===== src/rtl/datapath_ctrl_fsm.sv =====
// -----------------------------------------------------------------------------
// datapath_ctrl_fsm
//
// Moore controller sequencing a simple register-file / ALU / memory datapath.
// An instruction is requested with s while the controller idles in WAIT; the
// opcode/op fields are decoded in DECODE and captured into a small instruction
// register so that later states decode their outputs from internal state only.
//
// Optional feature macro: CTRL_LDST_EN
//   defined   : LDR (opcode 011) / STR (opcode 100) memory sequences are built.
//   undefined : those opcodes are treated as illegal; mem_cmd/load_addr stay 0.
//
// Ports
//   clk        in   rising-edge clock
//   reset      in   synchronous active-high reset (returns to WAIT)
//   s          in   start request, only looked at in WAIT
//   opcode[2:0]in   instruction bits [15:13], stable while w=0
//   op[1:0]    in   instruction bits [12:11], stable while w=0
//   w          out  idle/ready, 1 only in WAIT
//   nsel[2:0]  out  one-hot register select (Rn=001, Rd=010, Rm=100)
//   vsel[1:0]  out  writeback mux (00=C, 01=PC, 10=sximm8, 11=mdata)
//   loada/loadb/loadc/loads  out  datapath register enables
//   asel       out  force ALU A input to zero
//   bsel       out  select sximm5 as ALU B input
//   alu_op[1:0]out  ALU operation, ADD (00) outside of ALU instructions
//   write      out  register-file write strobe
//   mem_cmd[1:0]out 00=NONE, 01=READ, 10=WRITE
//   load_addr  out  data-address register enable
//   illegal    out  one-cycle pulse on an undecodable instruction
//   halted     out  1 while halted (left only through reset)
// -----------------------------------------------------------------------------
module datapath_ctrl_fsm (
  input  logic       clk,
  input  logic       reset,
  input  logic       s,
  input  logic [2:0] opcode,
  input  logic [1:0] op,
  output logic       w,
  output logic [2:0] nsel,
  output logic [1:0] vsel,
  output logic       loada,
  output logic       loadb,
  output logic       loadc,
  output logic       loads,
  output logic       asel,
  output logic       bsel,
  output logic [1:0] alu_op,
  output logic       write,
  output logic [1:0] mem_cmd,
  output logic       load_addr,
  output logic       illegal,
  output logic       halted
);

  localparam logic [2:0] NSEL_NONE = 3'b000;
  localparam logic [2:0] NSEL_RN   = 3'b001;
  localparam logic [2:0] NSEL_RD   = 3'b010;
  localparam logic [2:0] NSEL_RM   = 3'b100;

  localparam logic [1:0] VSEL_C     = 2'b00;
  localparam logic [1:0] VSEL_IMM   = 2'b10;
`ifdef CTRL_LDST_EN
  localparam logic [1:0] VSEL_MDATA = 2'b11;
  localparam logic [1:0] MEM_READ   = 2'b01;
  localparam logic [1:0] MEM_WRITE  = 2'b10;
  localparam logic [2:0] OPC_LDR    = 3'b011;
`endif
  localparam logic [1:0] MEM_NONE   = 2'b00;
  localparam logic [2:0] OPC_ALU    = 3'b101;

  typedef enum logic [3:0] {
    S_WAIT,
    S_DECODE,
    S_WR_IMM,
    S_GET_A,
    S_GET_B,
    S_EXEC,
    S_WR_RD,
    S_ILL,
    S_HALT
`ifdef CTRL_LDST_EN
    ,
    S_ADDR,
    S_LD_ADDR,
    S_MEM_RD,
    S_WR_MEM,
    S_GET_D,
    S_PASS_B,
    S_MEM_WR
`endif
  } state_t;

  state_t     state;
  state_t     state_next;
  logic [2:0] ir_opcode;
  logic [1:0] ir_op;

  logic is_cmp;
  logic is_mvn;
  logic is_mov_reg;

  assign is_cmp     = ({ir_opcode, ir_op} == 5'b101_01);
  assign is_mvn     = ({ir_opcode, ir_op} == 5'b101_11);
  assign is_mov_reg = ({ir_opcode, ir_op} == 5'b110_00);

  // NOTE: sequential state uses non-blocking assignments so every flop samples
  // pre-edge values; the synchronous reset is simply the highest-priority branch.
  always_ff @(posedge clk) begin
    if (reset) begin
      state     <= S_WAIT;
      ir_opcode <= '0;
      ir_op     <= '0;
    end else begin
      state <= state_next;
      // Upstream holds the fields stable from DECODE onward, so capturing them
      // here lets every later state decode from registered state alone.
      if (state == S_DECODE) begin
        ir_opcode <= opcode;
        ir_op     <= op;
      end
    end
  end

  // Next-state logic.
  // NOTE: the default assignment at the top of each always_comb is what keeps
  // synthesis from inferring a latch on paths that do not assign the signal.
  always_comb begin
    state_next = state;
    case (state)
      S_WAIT:   if (s) state_next = S_DECODE;
      S_DECODE: begin
        casez ({opcode, op})
          5'b110_10: state_next = S_WR_IMM;
          5'b110_00: state_next = S_GET_B;
          5'b101_11: state_next = S_GET_B;
          5'b101_??: state_next = S_GET_A;
`ifdef CTRL_LDST_EN
          5'b011_00: state_next = S_GET_A;
          5'b100_00: state_next = S_GET_A;
`endif
          5'b111_??: state_next = S_HALT;
          default:   state_next = S_ILL;
        endcase
      end
      S_WR_IMM: state_next = S_WAIT;
`ifdef CTRL_LDST_EN
      S_GET_A:  state_next = (ir_opcode == OPC_ALU) ? S_EXEC : S_ADDR;
`else
      S_GET_A:  state_next = S_EXEC;
`endif
      S_GET_B:  state_next = S_EXEC;
      // CMP only updates status; everything else writes its result back.
      S_EXEC:   state_next = is_cmp ? S_WAIT : S_WR_RD;
      S_WR_RD:  state_next = S_WAIT;
      S_ILL:    state_next = S_WAIT;
      S_HALT:   state_next = S_HALT;
`ifdef CTRL_LDST_EN
      S_ADDR:    state_next = S_LD_ADDR;
      S_LD_ADDR: state_next = (ir_opcode == OPC_LDR) ? S_MEM_RD : S_GET_D;
      S_MEM_RD:  state_next = S_WR_MEM;
      S_WR_MEM:  state_next = S_WAIT;
      S_GET_D:   state_next = S_PASS_B;
      S_PASS_B:  state_next = S_MEM_WR;
      S_MEM_WR:  state_next = S_WAIT;
`endif
      default:  state_next = S_WAIT;
    endcase
  end

  // Moore output decode: everything idles at zero unless the state says so.
  always_comb begin
    w         = 1'b0;
    nsel      = NSEL_NONE;
    vsel      = VSEL_C;
    loada     = 1'b0;
    loadb     = 1'b0;
    loadc     = 1'b0;
    loads     = 1'b0;
    asel      = 1'b0;
    bsel      = 1'b0;
    alu_op    = 2'b00;
    write     = 1'b0;
    mem_cmd   = MEM_NONE;
    load_addr = 1'b0;
    illegal   = 1'b0;
    halted    = 1'b0;
    case (state)
      S_WAIT:   w = 1'b1;
      S_DECODE: ;
      S_WR_IMM: begin
        nsel  = NSEL_RN;
        vsel  = VSEL_IMM;
        write = 1'b1;
      end
      S_GET_A: begin
        nsel  = NSEL_RN;
        loada = 1'b1;
      end
      S_GET_B: begin
        nsel  = NSEL_RM;
        loadb = 1'b1;
      end
      S_EXEC: begin
        // MOV-reg and MVN operate on B alone, so A is forced to zero.
        asel = is_mov_reg | is_mvn;
        if (ir_opcode == OPC_ALU) alu_op = ir_op;
        if (is_cmp) loads = 1'b1;
        else        loadc = 1'b1;
      end
      S_WR_RD: begin
        nsel  = NSEL_RD;
        vsel  = VSEL_C;
        write = 1'b1;
      end
      S_ILL:  illegal = 1'b1;
      S_HALT: halted  = 1'b1;
`ifdef CTRL_LDST_EN
      S_ADDR: begin
        bsel  = 1'b1;
        loadc = 1'b1;
      end
      S_LD_ADDR: load_addr = 1'b1;
      S_MEM_RD:  mem_cmd   = MEM_READ;
      S_WR_MEM: begin
        // Read is held a second cycle so mdata is valid while Rd is written.
        mem_cmd = MEM_READ;
        vsel    = VSEL_MDATA;
        nsel    = NSEL_RD;
        write   = 1'b1;
      end
      S_GET_D: begin
        nsel  = NSEL_RD;
        loadb = 1'b1;
      end
      S_PASS_B: begin
        asel  = 1'b1;
        loadc = 1'b1;
      end
      S_MEM_WR: mem_cmd = MEM_WRITE;
`endif
      default: ;
    endcase
  end

endmodule


===== config.mk =====
export PLATFORM = sky130hd
export DESIGN_NAME = datapath_ctrl_fsm
export DESIGN_NICKNAME = d
export VERILOG_FILES = /design/src/rtl/datapath_ctrl_fsm.sv
export SDC_FILE = /design/constraint.sdc
export NUM_CORES = 1
export LEC_CHECK = 0
export ABC_AREA = 1
export CORE_MARGIN = 5
export CORE_UTILIZATION = 25
export CTS_CLUSTER_SIZE = 8
export DETAILED_ROUTE_END_ITERATION = 8
export MAX_ROUTING_LAYER = met4
export PLACE_DENSITY = 0.52
export SYNTH_ARGS = -nofsm -noshare
export SYNTH_HDL_FRONTEND = slang
export SYNTH_SLANG_ARGS = --single-unit

===== constraint.sdc =====
create_clock -name clk -period 1.1 [get_ports clk]
set_input_delay 0.22 -clock clk [delete_from_list [all_inputs] [get_ports clk]]
set_output_delay 0.22 -clock clk [all_outputs]
set_load 0.01 [all_outputs]

# Word level (Yosys, flattened, before mapping)

Index checks and enable logic that the tools add are counted.

Logic and storage cells: 47
Output and inout bits: 20
Register bits after elaboration: 9
Bits of input ports: 8

Mux-type cells: 20
Equal/unequal tests: 18
Bitwise operators: 1
Reductions and logical operators: 5

Operators with widths:

| cell               | number |
|---|---|
| $eq 5x5->1 const B | 6 |
| $pmux 4 s5         | 1 |
| $eq 4x3->1 const B | 4 |
| $pmux 4 s2         | 2 |
| $mux 1             | 11 |
| $eq 3x3->1 const B | 3 |
| $pmux 3 s3         | 1 |
| $eq 4x2->1 const B | 2 |
| $reduce_or 2->1    | 4 |
| $mux 2             | 3 |
| $eq 4x1->1 const B | 1 |
| $eq 4x4->1 const B | 1 |
| $logic_not 4->1    | 1 |
| $mux 4             | 1 |
| $mux 3             | 1 |
| $ne 2x2->1 const B | 1 |
| $or 1x1->1         | 1 |

# Depth between registers and ports, before layout

Gate-level depths: netlist of the first run.

Depth in word-level cells: 4
Mapped depth: 9

# Worst setup path after synthesis of the first run

Ideal clock, no wire load.

Kind: register to output
Start: register state[3]
End: output port asel
Path slack: -0.099 ns
Arrival: 0.979 ns
Cell stages (with the launch flop): 6
Required time: 0.880 ns
Cells stage by stage: dfxtp_1 > inv_1 > nand2_1 > nor2_1 > nand2_1 > o21ai_1

Cells in the longest elaborated chain, start to end: 2

Ends and longest elaborated chain:

| item                   | line | source |
|---|---|---|
| start, declared        | 93   | `state_t state;` |
| start signal, assigned | 114  | `state <= state_next;` |
| $eq 4x3->1             | 187  | `case (state)` |
| $mux 1                 | 187  |  |
| end, declared          | 45   | `output logic asel,` |

No other way between the ends.

# Final worst setup path of the first run

Start: register state[1]
End: output port asel

Same word-level chain as after synthesis.

==> results of run 1 <==
## Yosys cell counts, drive strengths merged
library cell	instances	area, sq um
a21oi	8	40.04
buf	7	56.30
conb	1	3.750
dfxtp	9	180.2
inv	22	82.58
nand2	20	77.58
nand3	7	35.03
nand4	1	6.260
nor2	25	103.9
nor3	1	5.000
nor4	1	6.260
o21ai	8	40.03
o21bai	1	7.510
## critical path, stage by stage, from the launching register on
cell and delay, ns:
dfxtp_2 0.33, inv_2 0.07, nand2_4 0.06, nor2_4 0.15
buf_6 0.12, nand4_1 0.10, o21ai_2 0.07, buf_2 0.14
## stage by stage
stage	utilization (%)	power, mW
finish	56.16	2.789
global route	56.16	2.993
CTS	50.10	2.452
detailed placement	43.59	1.783
global placement	43.59	1.775
floorplan	-	1.126
## how the worst max path moves through the flow
| stage | to | cells past startpoint | slack [ns] | start |
|---|---|---|---|---|
| 2_1_floorplan | alu_op[1] | 3 | -0.04 | state[3]$_SDFFE_PP0P_ |
| 3_3_place_gp | asel | 5 | -0.50 | state[0]$_SDFFE_PP0P_ |
| 3_5_place_dp | asel | 6 | -0.56 | state[1]$_SDFFE_PP0P_ |
| 4_1_cts | asel | 7 | -0.37 | state[3]$_SDFFE_PP0P_ |
| 5_1_grt | asel | 7 | -0.49 | state[1]$_SDFFE_PP0P_ |
| 6_report | asel | 7 | -0.42 | state[1]$_SDFFE_PP0P_ |
## layer usage
layer  up-vias  share of wire [%]
met5         -                  0
met4         0                3.8
met3         9                4.1
met2        22                 53
met1       393                 39
li1        463                  -
## registers in the layout, summed over array words and instances (netlist names)
| register | flops |
|---|---|
| ir_op | 2 |
| state | 4 |
| ir_opcode | 3 |
## power by group
| part | total (mW) | switching [mW] | internal [mW] |
|---|---|---|---|
| clock | 0.252 | 0.113 | 0.140 |
| sequential | 0.562 | 0.105 | 0.458 |
| combinational | 1.97 | 0.940 | 1.03 |
## kinds of logic (layout without fill, tap and decap cells)
kind of cell           Yosys count  after routing
AND/OR/NAND/NOR                 55             55
buffers and inverters           29             92
AO/OA/AOI/OAI                   17             17
flip-flops                       9              9
other                            1              5
## placed cells by master, fill, tap and decap left out
master            n
clkdlybuf4s50_1   7
nand2_2           2
nor2_4            6
inv_2             5
dfxtp_4           2
inv_1            16
clkbuf_1          1
nor3_1            1
clkdlybuf4s15_2   1
o21ai_4           1
a21oi_1           3
buf_2            12
nand3_2           3
nor2_2            8
nor2_1           11
buf_4            35
dfxtp_1           3
nand2_4           4
buf_6            11
o21bai_1          1
nand2_1          13
inv_6             1
o21ai_1           1
nand4_1           1
a21oi_2           5
nor4_4            1
o21ai_0           2
nand3_1           4
nand2_8           1
conb_1            5
dfxtp_2           4
clkbuf_4          3
o21ai_2           4
## cell type report
cell class	count	area, sq um
clock buffer	4	26.28
fill	235	1086
inverter	22	87.58
multi-input combinational	77	519.2
sequential	9	192.7
tap	30	37.54
timing repair buffer	66	528.0
## what timing repair did
action | 4_1_cts | 5_1_grt
pin swaps | 13 | 9
buffers inserted | 12 | 5
endpoints found under the setup margin | 24 | 24
resized for setup | 102 | 29
hold buffers | 0 | 0
==> results.ini, run 1 <==
[hold_path]
whs_path_depth = 3
min_path_type = in2reg
hold_start = opcode[1]
whs_endpoint = ir_opcode[1]$_SDFFE_PP0P_

[global_route]
grt_pass1_vias = 835
grt_use_met2_pct = 22.60
antenna_found_initial = 0
grt_usage_pct = 13.15
top_usage_layer = met2
grt_max_degree = 7
use_met1_pct = 14.21
gr-total-overflow = 0
grt.met3_usage_pct = 0.8511
grt_pass1_wl_mm = 3.436

[sta]
finalCritPeriodShare_pct = 138.1
setup_tns_ns = -6.475
rsz0062_at_grt = yes
whs_ns = 0.5570
worst_slack_ns = -0.4195
slew_viol_final = 0
finalHoldViolCount = 0
setup_violations = 24
max_clock_freq_ghz = 0.6581
finClkSkew_ns = 0.0006627
finalCriticalPeriod_ns = 1.519

[clock_tree]
cts.sinks = 9
cts_tree = done
clk_path_buf_depth = 2
cts_buffers = 3
ctsHtreeMaxLevel = 1
cts-root-buf = clkbuf_4
path_clk_slew_ns = 0.06
clock_latency_ns = 0.26

[floorplanning]
dieArea_sq_um = 3693
rows = 18
start_util_pct = 26.01
io_pins = 28
fp.dieH_microns = 60.77
core_sq_um = 2477
die_w_microns = 60.77

[critical_path]
worstPathMaxFanout = 3
r2r_end = state[2]$_SDFFE_PP0P_
reg2regPathDepth = 9
cp-start-kind = flop
cp.arrival_ns = 1.30
ff2ff_setup_slack_ns = -0.24
cp.required_ns = 0.88
endpoint_kind = primary output
r2r_start = state[0]$_SDFFE_PP0P_
path_class = reg2out

[place]
place_worst_setup_slack_ns = -0.5565
place_hpwl_mm = 1.523
routabilityCongestion = 0.8206
dp.cells = 188
post_dp_cell_area_sq_um = 1080
portBuffers = 22

[power_and_ir_drop]
power_leakage_nw = 0.7228
power.density_nw_per_um2 = 2004
ir_worst_vdd_mv = 0.9872

[final_layout]
layout.cells.non_filler = 208
layout-drive-gt1-share_pct = 61.24
fin_area_sq_um = 1391
n_antenna_cell = 0
area_delta_synth_final_pct = 115.9
final_nets = 187

[yosys]
synth_compound_area_share_pct = 13.59
synth-simple-area-share_pct = 36.31
synthMuxAreaShare_pct = 0
synthDistinctLibCells = 18
synthAdderAreaFrac_pct = 0
synthCells = 111
synth_seq_area_share_pct = 27.96
synth_warnings = 0
syn-cell-area_sq_um = 644.4
synth_xor_area_share_pct = 0
synth_top_family_by_area = simple AND/OR/NAND/NOR gates
synth_area_per_cell_sq_um = 5.805
ys_seq_elements = 9

[run_status]
outcome = complete, but fails checks
violations = setup timing

[routing]
via_per_inst = 4.264
vias = 887
wl_per_cell_microns = 11.17
routed_wl_mm = 2.323
drc = 0
postRouteAntennaNets = 0
first_iter_violations = 10
drt_first_pass_iters = 4

[flow_run]
cap_violations = 0

No activity file was read; power rests on OpenSTA's default activity.
==> run 2: changes to the inputs <==
- SLEW_MARGIN: unset -> 0
==> results of run 2 <==
Final layout, timing and power as in run 1 (identical DEF).
==> run 3: changes to the inputs <==
- CTS_CLUSTER_DIAMETER: unset -> 60
==> results of run 3 <==
Final layout, timing and power as in run 1 (identical DEF).
